`src/rtl/chess_time_counter_pkg.sv`:
```
// Shared types and constants for the chess clock time counter.
package chess_time_counter_pkg;

    localparam int unsigned DIGIT_W = 4;
    localparam logic [15:0] DEFAULT_DIGIT_MAX = 16'h9959;

    typedef enum logic {
        ST_IDLE,
        ST_ADD
    } state_e;

endpackage

```
`src/rtl/chess_time_counter_bcd_digit_cell.sv`:
```
// One mixed-radix digit: next value on decrement/increment with borrow/carry
// propagation, and clamping of a load value to the digit's maximum.
module chess_time_counter_bcd_digit_cell
    import chess_time_counter_pkg::*;
(
    input  logic [DIGIT_W-1:0] value,
    input  logic [DIGIT_W-1:0] max_val,
    input  logic [DIGIT_W-1:0] load_val,
    input  logic               borrow_in,
    input  logic               carry_in,
    output logic [DIGIT_W-1:0] dec_val,
    output logic [DIGIT_W-1:0] inc_val,
    output logic [DIGIT_W-1:0] load_clamped,
    output logic               borrow_out,
    output logic               carry_out
);

    logic is_zero;
    logic is_max;

    always_comb begin
        is_zero = (value == '0);
        is_max  = (value >= max_val);

        dec_val    = value;
        borrow_out = 1'b0;
        if (borrow_in) begin
            if (is_zero) begin
                dec_val    = max_val;
                borrow_out = 1'b1;
            end else begin
                dec_val = value - DIGIT_W'(1);
            end
        end

        inc_val   = value;
        carry_out = 1'b0;
        if (carry_in) begin
            if (is_max) begin
                inc_val   = '0;
                carry_out = 1'b1;
            end else begin
                inc_val = value + DIGIT_W'(1);
            end
        end

        load_clamped = (load_val > max_val) ? max_val : load_val;
    end

endmodule

```
`src/rtl/chess_time_counter.sv`:
```
// One player's remaining time: cascaded mixed-radix down-counter with
// saturating flag-fall and a one-per-cycle Fischer bonus adder.
module chess_time_counter
    import chess_time_counter_pkg::*;
#(
    parameter int unsigned                 DIGITS    = 4,
    parameter logic [DIGIT_W*DIGITS-1:0]   DIGIT_MAX = DEFAULT_DIGIT_MAX,
    parameter int unsigned                 BONUS_W   = 6
) (
    input  logic                        CLK,
    input  logic                        CLR_N,
    input  logic                        LOAD,
    input  logic [DIGIT_W*DIGITS-1:0]   LOAD_VAL,
    input  logic                        RUN,
    input  logic                        TICK,
    input  logic                        BONUS,
    input  logic [BONUS_W-1:0]          BONUS_VAL,
    output logic [DIGIT_W*DIGITS-1:0]   COUNT,
    output logic                        ZERO,
    output logic                        FLAG,
    output logic                        BUSY
);

    logic [DIGIT_W*DIGITS-1:0] count_q, count_d;
    logic [DIGIT_W*DIGITS-1:0] dec_cnt, inc_cnt, load_cnt;
    logic [BONUS_W-1:0]        rem_q, rem_d;
    logic                      flag_q, flag_d;
    logic                      pend_q, pend_d;
    state_e                    state_q, state_d;

    logic [DIGITS:0] borrow;
    logic [DIGITS:0] carry;
    logic            all_zero;
    logic            all_max;
    logic            tick_run;
    logic            do_dec;

    // Chains seeded with 1: borrow out of the top digit means the whole
    // count is zero, carry out of the top digit means every digit is at max.
    assign borrow[0] = 1'b1;
    assign carry[0]  = 1'b1;

    for (genvar i = 0; i < DIGITS; i++) begin : g_digit
        chess_time_counter_bcd_digit_cell u_cell (
            .value        (count_q[DIGIT_W*i +: DIGIT_W]),
            .max_val      (DIGIT_MAX[DIGIT_W*i +: DIGIT_W]),
            .load_val     (LOAD_VAL[DIGIT_W*i +: DIGIT_W]),
            .borrow_in    (borrow[i]),
            .carry_in     (carry[i]),
            .dec_val      (dec_cnt[DIGIT_W*i +: DIGIT_W]),
            .inc_val      (inc_cnt[DIGIT_W*i +: DIGIT_W]),
            .load_clamped (load_cnt[DIGIT_W*i +: DIGIT_W]),
            .borrow_out   (borrow[i+1]),
            .carry_out    (carry[i+1])
        );
    end

    assign all_zero = borrow[DIGITS];
    assign all_max  = carry[DIGITS];
    assign tick_run = TICK & RUN;

    always_comb begin
        count_d = count_q;
        flag_d  = flag_q;
        state_d = state_q;
        pend_d  = pend_q;
        rem_d   = rem_q;
        do_dec  = 1'b0;

        if (LOAD) begin
            count_d = load_cnt;
            flag_d  = 1'b0;
            state_d = ST_IDLE;
            pend_d  = 1'b0;
            rem_d   = '0;
        end else if (!flag_q) begin
            case (state_q)
                ST_IDLE: begin
                    // A tick parked during ADD is consumed here; a fresh tick
                    // on this same cycle stays parked for the next one.
                    do_dec = tick_run | pend_q;
                    pend_d = pend_q & tick_run;
                    if (do_dec && !all_zero) begin
                        count_d = dec_cnt;
                        if (dec_cnt == '0) begin
                            flag_d = 1'b1;
                        end
                    end
                    if (BONUS && (BONUS_VAL != '0) && !flag_d) begin
                        state_d = ST_ADD;
                        rem_d   = BONUS_VAL;
                    end
                end
                ST_ADD: begin
                    if (!all_max) begin
                        count_d = inc_cnt;
                    end
                    rem_d = rem_q - BONUS_W'(1);
                    if (rem_q == BONUS_W'(1)) begin
                        state_d = ST_IDLE;
                    end
                    if (tick_run) begin
                        pend_d = 1'b1;
                    end
                end
                default: state_d = ST_IDLE;
            endcase
        end
    end

    always_ff @(posedge CLK or negedge CLR_N) begin
        if (!CLR_N) begin
            count_q <= '0;
            flag_q  <= 1'b0;
            state_q <= ST_IDLE;
            pend_q  <= 1'b0;
            rem_q   <= '0;
        end else begin
            count_q <= count_d;
            flag_q  <= flag_d;
            state_q <= state_d;
            pend_q  <= pend_d;
            rem_q   <= rem_d;
        end
    end

    assign COUNT = count_q;
    assign ZERO  = all_zero;
    assign FLAG  = flag_q;
    assign BUSY  = (state_q == ST_ADD);

endmodule

```
`config.mk`:
```
export PLATFORM = sky130hd
export DESIGN_NAME = chess_time_counter
export DESIGN_NICKNAME = d
export VERILOG_FILES = /design/src/rtl/chess_time_counter_pkg.sv /design/src/rtl/chess_time_counter_bcd_digit_cell.sv /design/src/rtl/chess_time_counter.sv
export SDC_FILE = /design/constraint.sdc
export NUM_CORES = 1
export LEC_CHECK = 0
export CAP_MARGIN = 40
export CORE_MARGIN = 5
export CORE_UTILIZATION = 32
export DETAILED_ROUTE_END_ITERATION = 7
export GPL_ROUTABILITY_DRIVEN = 0
export GPL_TIMING_DRIVEN = 1
export HOLD_SLACK_MARGIN = 0.05
export MAX_ROUTING_LAYER = met4
export PLACE_DENSITY = 0.61
export SLEW_MARGIN = 20
export SYNTH_ARGS = -nofsm -noshare
export SYNTH_HDL_FRONTEND = slang
export SYNTH_SLANG_ARGS = --single-unit
export TNS_END_PERCENT = 100
```
`constraint.sdc`:
```
create_clock -name CLK -period 4.3 [get_ports CLK]
set_clock_uncertainty 0.2 [all_clocks]
set_input_delay 0.43 -clock CLK [delete_from_list [all_inputs] [get_ports CLK]]
set_output_delay 0.43 -clock CLK [all_outputs]
set_load 0.05 [all_outputs]
```
==> results.txt <==
- Number of global-route vias before repair: 2,512
- Series of cell instances along the critical path: inv_1 > ha_1 > nor3b_2 > nand4_1 > inv_1 > clkdlybuf4s50_1
* Minimum clock period after layout: 3.47 ns
- Core area: 0.00765 mm^2
- Total CTS buffers: 3
- In this design, the stage delay of the slowest critical-path cell is 0.81 ns.
* GRT overflow: 0
* Pwr/cell area: 432 mW/mm^2
- Share of cells above drive strength 1: 7.39%
- Flop and latch count out of synthesis: 25
* Total DRC errors in the routed layout: 0
- First-pass GRT wire length: 12,200 um
- STA classifies the critical path startpoint as a register.
- The count of pins over their slew limit came to 0.
- For the pin with the worst max-slew slack, the measured transition is 0.653 ns.
- DRC violation total after the first TritonRoute iteration: 166
* Achievable frequency: 288 MHz
- Setup repair after global routing left no endpoint under its margin.
* Status: completed
* Data arrival time of the worst path: 2.84 ns
* Count of H-tree levels built during CTS: 1
* Maximum number of pins on one net before global-route repair: 26
* FF-to-FF path depth: 8
- After detailed routing, no signal wire sits above met4.
* Placement Cell Area: 0.00301 mm^2
* HPWL after DPL: 5440 um
- Detailed-routed wire length on met2: 3440 um
- Post-synth EDFFs: 0
* Synth Cell Area: 0.00248 mm^2
- Count of different cell masters after synthesis: 68
- Clock latency of the later-clocked register in the worst-skew pair: 0.28 ns
- Global routing used 15.6% of the available tracks across all layers.
- 47 I/O pins were placed.
* Syn_nets: 355
* Critical path required time: 3.67 ns
- At the end of the flow, the number of nets in the layout was 395.
- In this run, post-CTS repair resized a total of 0 instances.
- The die is 98.1 um wide.
- Sequential elements use 25.2% of the synthesized area.
- Post-CTS timing repair inserted 0 buffers for setup.
- Hold is met by 0.313 ns.
- Summing over every cut layer, the via total after detailed routing is 2,582.
- In the final timing run, aggregate negative setup slack is 0 ns.
- For this block, wires on met1 add up to 3440 um.
- In this run the remaining antenna-violating nets after routing total 0.
- Max Buffers Root-to-Sink: 2
- Total area of sequential cells: 626 um^2
* Slowest cell on the critical path: sky130_fd_sc_hd__clkdlybuf4s50_1
* Async S/R FF share, synth: 100%
* Leak Pwr: 1.20 nW
* Max-cap check violation count: 0
* Max VDD drop: 155 uV
- The routed design has 7330 um of wire.
* Syn_area_per_cell: 7.93 um^2
* Final worst slack: 0.830 ns
- The count of buffers added on input and output ports is 46.
- Number of clock sinks seen by CTS: 25
- Overall power: 1.32 mW
- Die area: 0.00962 mm^2
- Number of fill cells: 776
* Final setup violation count: 0
* Critical path origin: COUNT[8]
- STA classifies the critical path endpoint as an output pin.
- Effective utilization at floorplan: 32.5%
- After routing the design area is 0.00306 mm^2.
* Worst setup path class: register to output pin
- Antenna violations before repair: 0
- Average wire per standard cell: 16.1 um
* Number of buffers inserted by hold repair at cts: 0
- Path length in cells of the critical path: 6
- In the routed layout, each cell is associated on average with a via count of 5.69.
- Beginning of the worst register-to-register path: COUNT[8]
- Layout Area Growth over Synthesis: 23.2%
* Footprint of the multi-input gates: 0.00171 mm^2
- The cell that appears most often on the critical path is sky130_fd_sc_hd__inv_1.
- In this run the register-to-register setup slack is 1.16 ns.
* Hold WC Path Type: input port to async pin
* Number of diodes added for antenna fixing: 0
- Along the worst path, the maximum fanout reaches 10.
- The worst path uses 80.7% of the clock period.
- Pre-CTS WS: 1.15 ns
- Kind of cell adding the most delay to the critical path: buffers and inverters
- The number of buffers and inverters on the critical path is 3.
* Die H: 98.1 um
* Std-Cell Rows: 32
- The endpoint identified for the worst register-to-register timing path is rem_q[2].
* First-pass iteration count of the detailed router: 4
- Clock-pin slew on the worst setup and hold paths: 0.10 ns
* Headroom to the max-slew limit: 56.3%
* Final number of hold-violating endpoints: 0
- TritonCTS clock tree: done
- Counting every instance in the synthesized netlist gives 313.
- Worst setup endpoint: ZERO
- Number of warnings reported in the yosys synthesis log: 0
- Clock tree root buffer cell: sky130_fd_sc_hd__clkbuf_8
- For this run, the leading register cell type out of synthesis is sky130_fd_sc_hd__dfrtp_1.
- Detailed routing placed a total of 305 um of wire on met3.
[worst register-to-register path, cell delays in order, from the launching register on]
cell                       delay [ns]
sky130_fd_sc_hd__dfrtp_1         0.49
sky130_fd_sc_hd__inv_1           0.16
sky130_fd_sc_hd__ha_1            0.33
sky130_fd_sc_hd__nor3b_2         0.47
sky130_fd_sc_hd__and3_2          0.33
sky130_fd_sc_hd__mux2_4          0.32
sky130_fd_sc_hd__o211ai_1        0.26
sky130_fd_sc_hd__o21ai_2         0.13
sky130_fd_sc_hd__a311o_1         0.36
[cell families (layout without fill, tap and decap cells)]
| kind of cell | Yosys count | in the layout | share of synthesized area [%] |
|---|---|---|---|
| AND/OR/NAND/NOR | 122 | 122 | 28.0 |
| flip-flops | 25 | 25 | 25.2 |
| AO/OA/AOI/OAI | 108 | 108 | 29.2 |
| multiplexers | 8 | 8 | 3.43 |
| buffers and inverters | 33 | 72 | 6.10 |
| XOR/XNOR | 3 | 3 | 1.06 |
| adder cells (fa/ha/maj) | 14 | 14 | 7.05 |
[cells in the final DEF (no fill, tap or decap), types with 4 or more instances in the layout]
cell type                         Yosys  layout
sky130_fd_sc_hd__ha_1                14      14
sky130_fd_sc_hd__a22o_1               4       4
sky130_fd_sc_hd__nand2b_1             4       4
sky130_fd_sc_hd__o21a_1               6       6
sky130_fd_sc_hd__o21ai_0             16      16
sky130_fd_sc_hd__o22ai_1              5       5
sky130_fd_sc_hd__mux2i_1              7       7
sky130_fd_sc_hd__o21ai_1             12      12
sky130_fd_sc_hd__o311ai_0             4       4
sky130_fd_sc_hd__dfrtp_1             25      25
sky130_fd_sc_hd__nand2_1             27      27
sky130_fd_sc_hd__or2_2                4       4
sky130_fd_sc_hd__nand3_1             16      16
sky130_fd_sc_hd__nor3_1               4       4
sky130_fd_sc_hd__clkdlybuf4s50_1      0      46
sky130_fd_sc_hd__a31oi_1              9       9
sky130_fd_sc_hd__nor2_1              29      29
sky130_fd_sc_hd__inv_1               17      17
sky130_fd_sc_hd__a21oi_1             21      21
[synth_stat cells, drive strengths merged, types with 4 or more instances]
library cell	number	area share (%)
nand2	27	4.1
nor2	29	4.4
nand4	5	1.8
buf	6	2.0
o311ai	4	1.4
o21a	6	1.8
or2	5	1.3
a21oi	21	4.2
o21ai	29	6.0
nor3	5	1.2
a31oi	9	2.3
nor4	4	1.9
clkbuf	8	1.2
nor3b	6	2.7
or3b	4	1.5
a22o	4	1.4
dfrtp	25	25
ha	14	7.1
nand3	16	3.2
inv	19	2.9
o22ai	5	1.3
mux2i	7	2.8
nand2b	4	1.0
[power by group]
part / leakage, nW / internal (mW) / switching, mW / total (mW)
clock network: 0.0228 / 0.0666 / 0.0852 / 0.152
registers: 0.317 / 0.282 / 0.125 / 0.407
logic: 0.862 / 0.300 / 0.461 / 0.761
total: 1.20 / 0.649 / 0.671 / 1.32
[final cells by class]
type / instances / area share (%)
flip-flops and latches: 25 / 20.4
repair buffers: 49 / 15.8
multi-input cells: 255 / 55.8
clock buffers: 4 / 1.47
inverters: 19 / 2.33
well taps: 102 / 4.17
[registers in the layout, indices dropped and copies added (netlist names)]
register	cells
COUNT	16
pend_q	1
BUSY	1
FLAG	1
rem_q	6
[per-stage QoR]
step	utilization [%]	cells
after floorplan	-	313
after global placement	39.4	450
after detailed placement	39.4	450
after CTS	40.0	454
after global routing	40.0	454
final	40.0	454
[worst min path at each step]
stage	startpoint	end
6_report	CLR_N	COUNT[0]
5_1_grt	CLR_N	COUNT[1]
4_1_cts	CLR_N	COUNT[0]
3_5_place_dp	rem_q[1]	rem_q[1]
3_3_place_gp	rem_q[1]	rem_q[1]
2_1_floorplan	CLR_N	BUSY
[metal layers]
layer  up-vias  GRT usage (%)
met3        18           1.79
li1       1257              -
met1      1224           20.4
met2        83           24.9
met4         0           5.22
met5         -              -
Note: power is estimated with default switching activity, not from simulation.
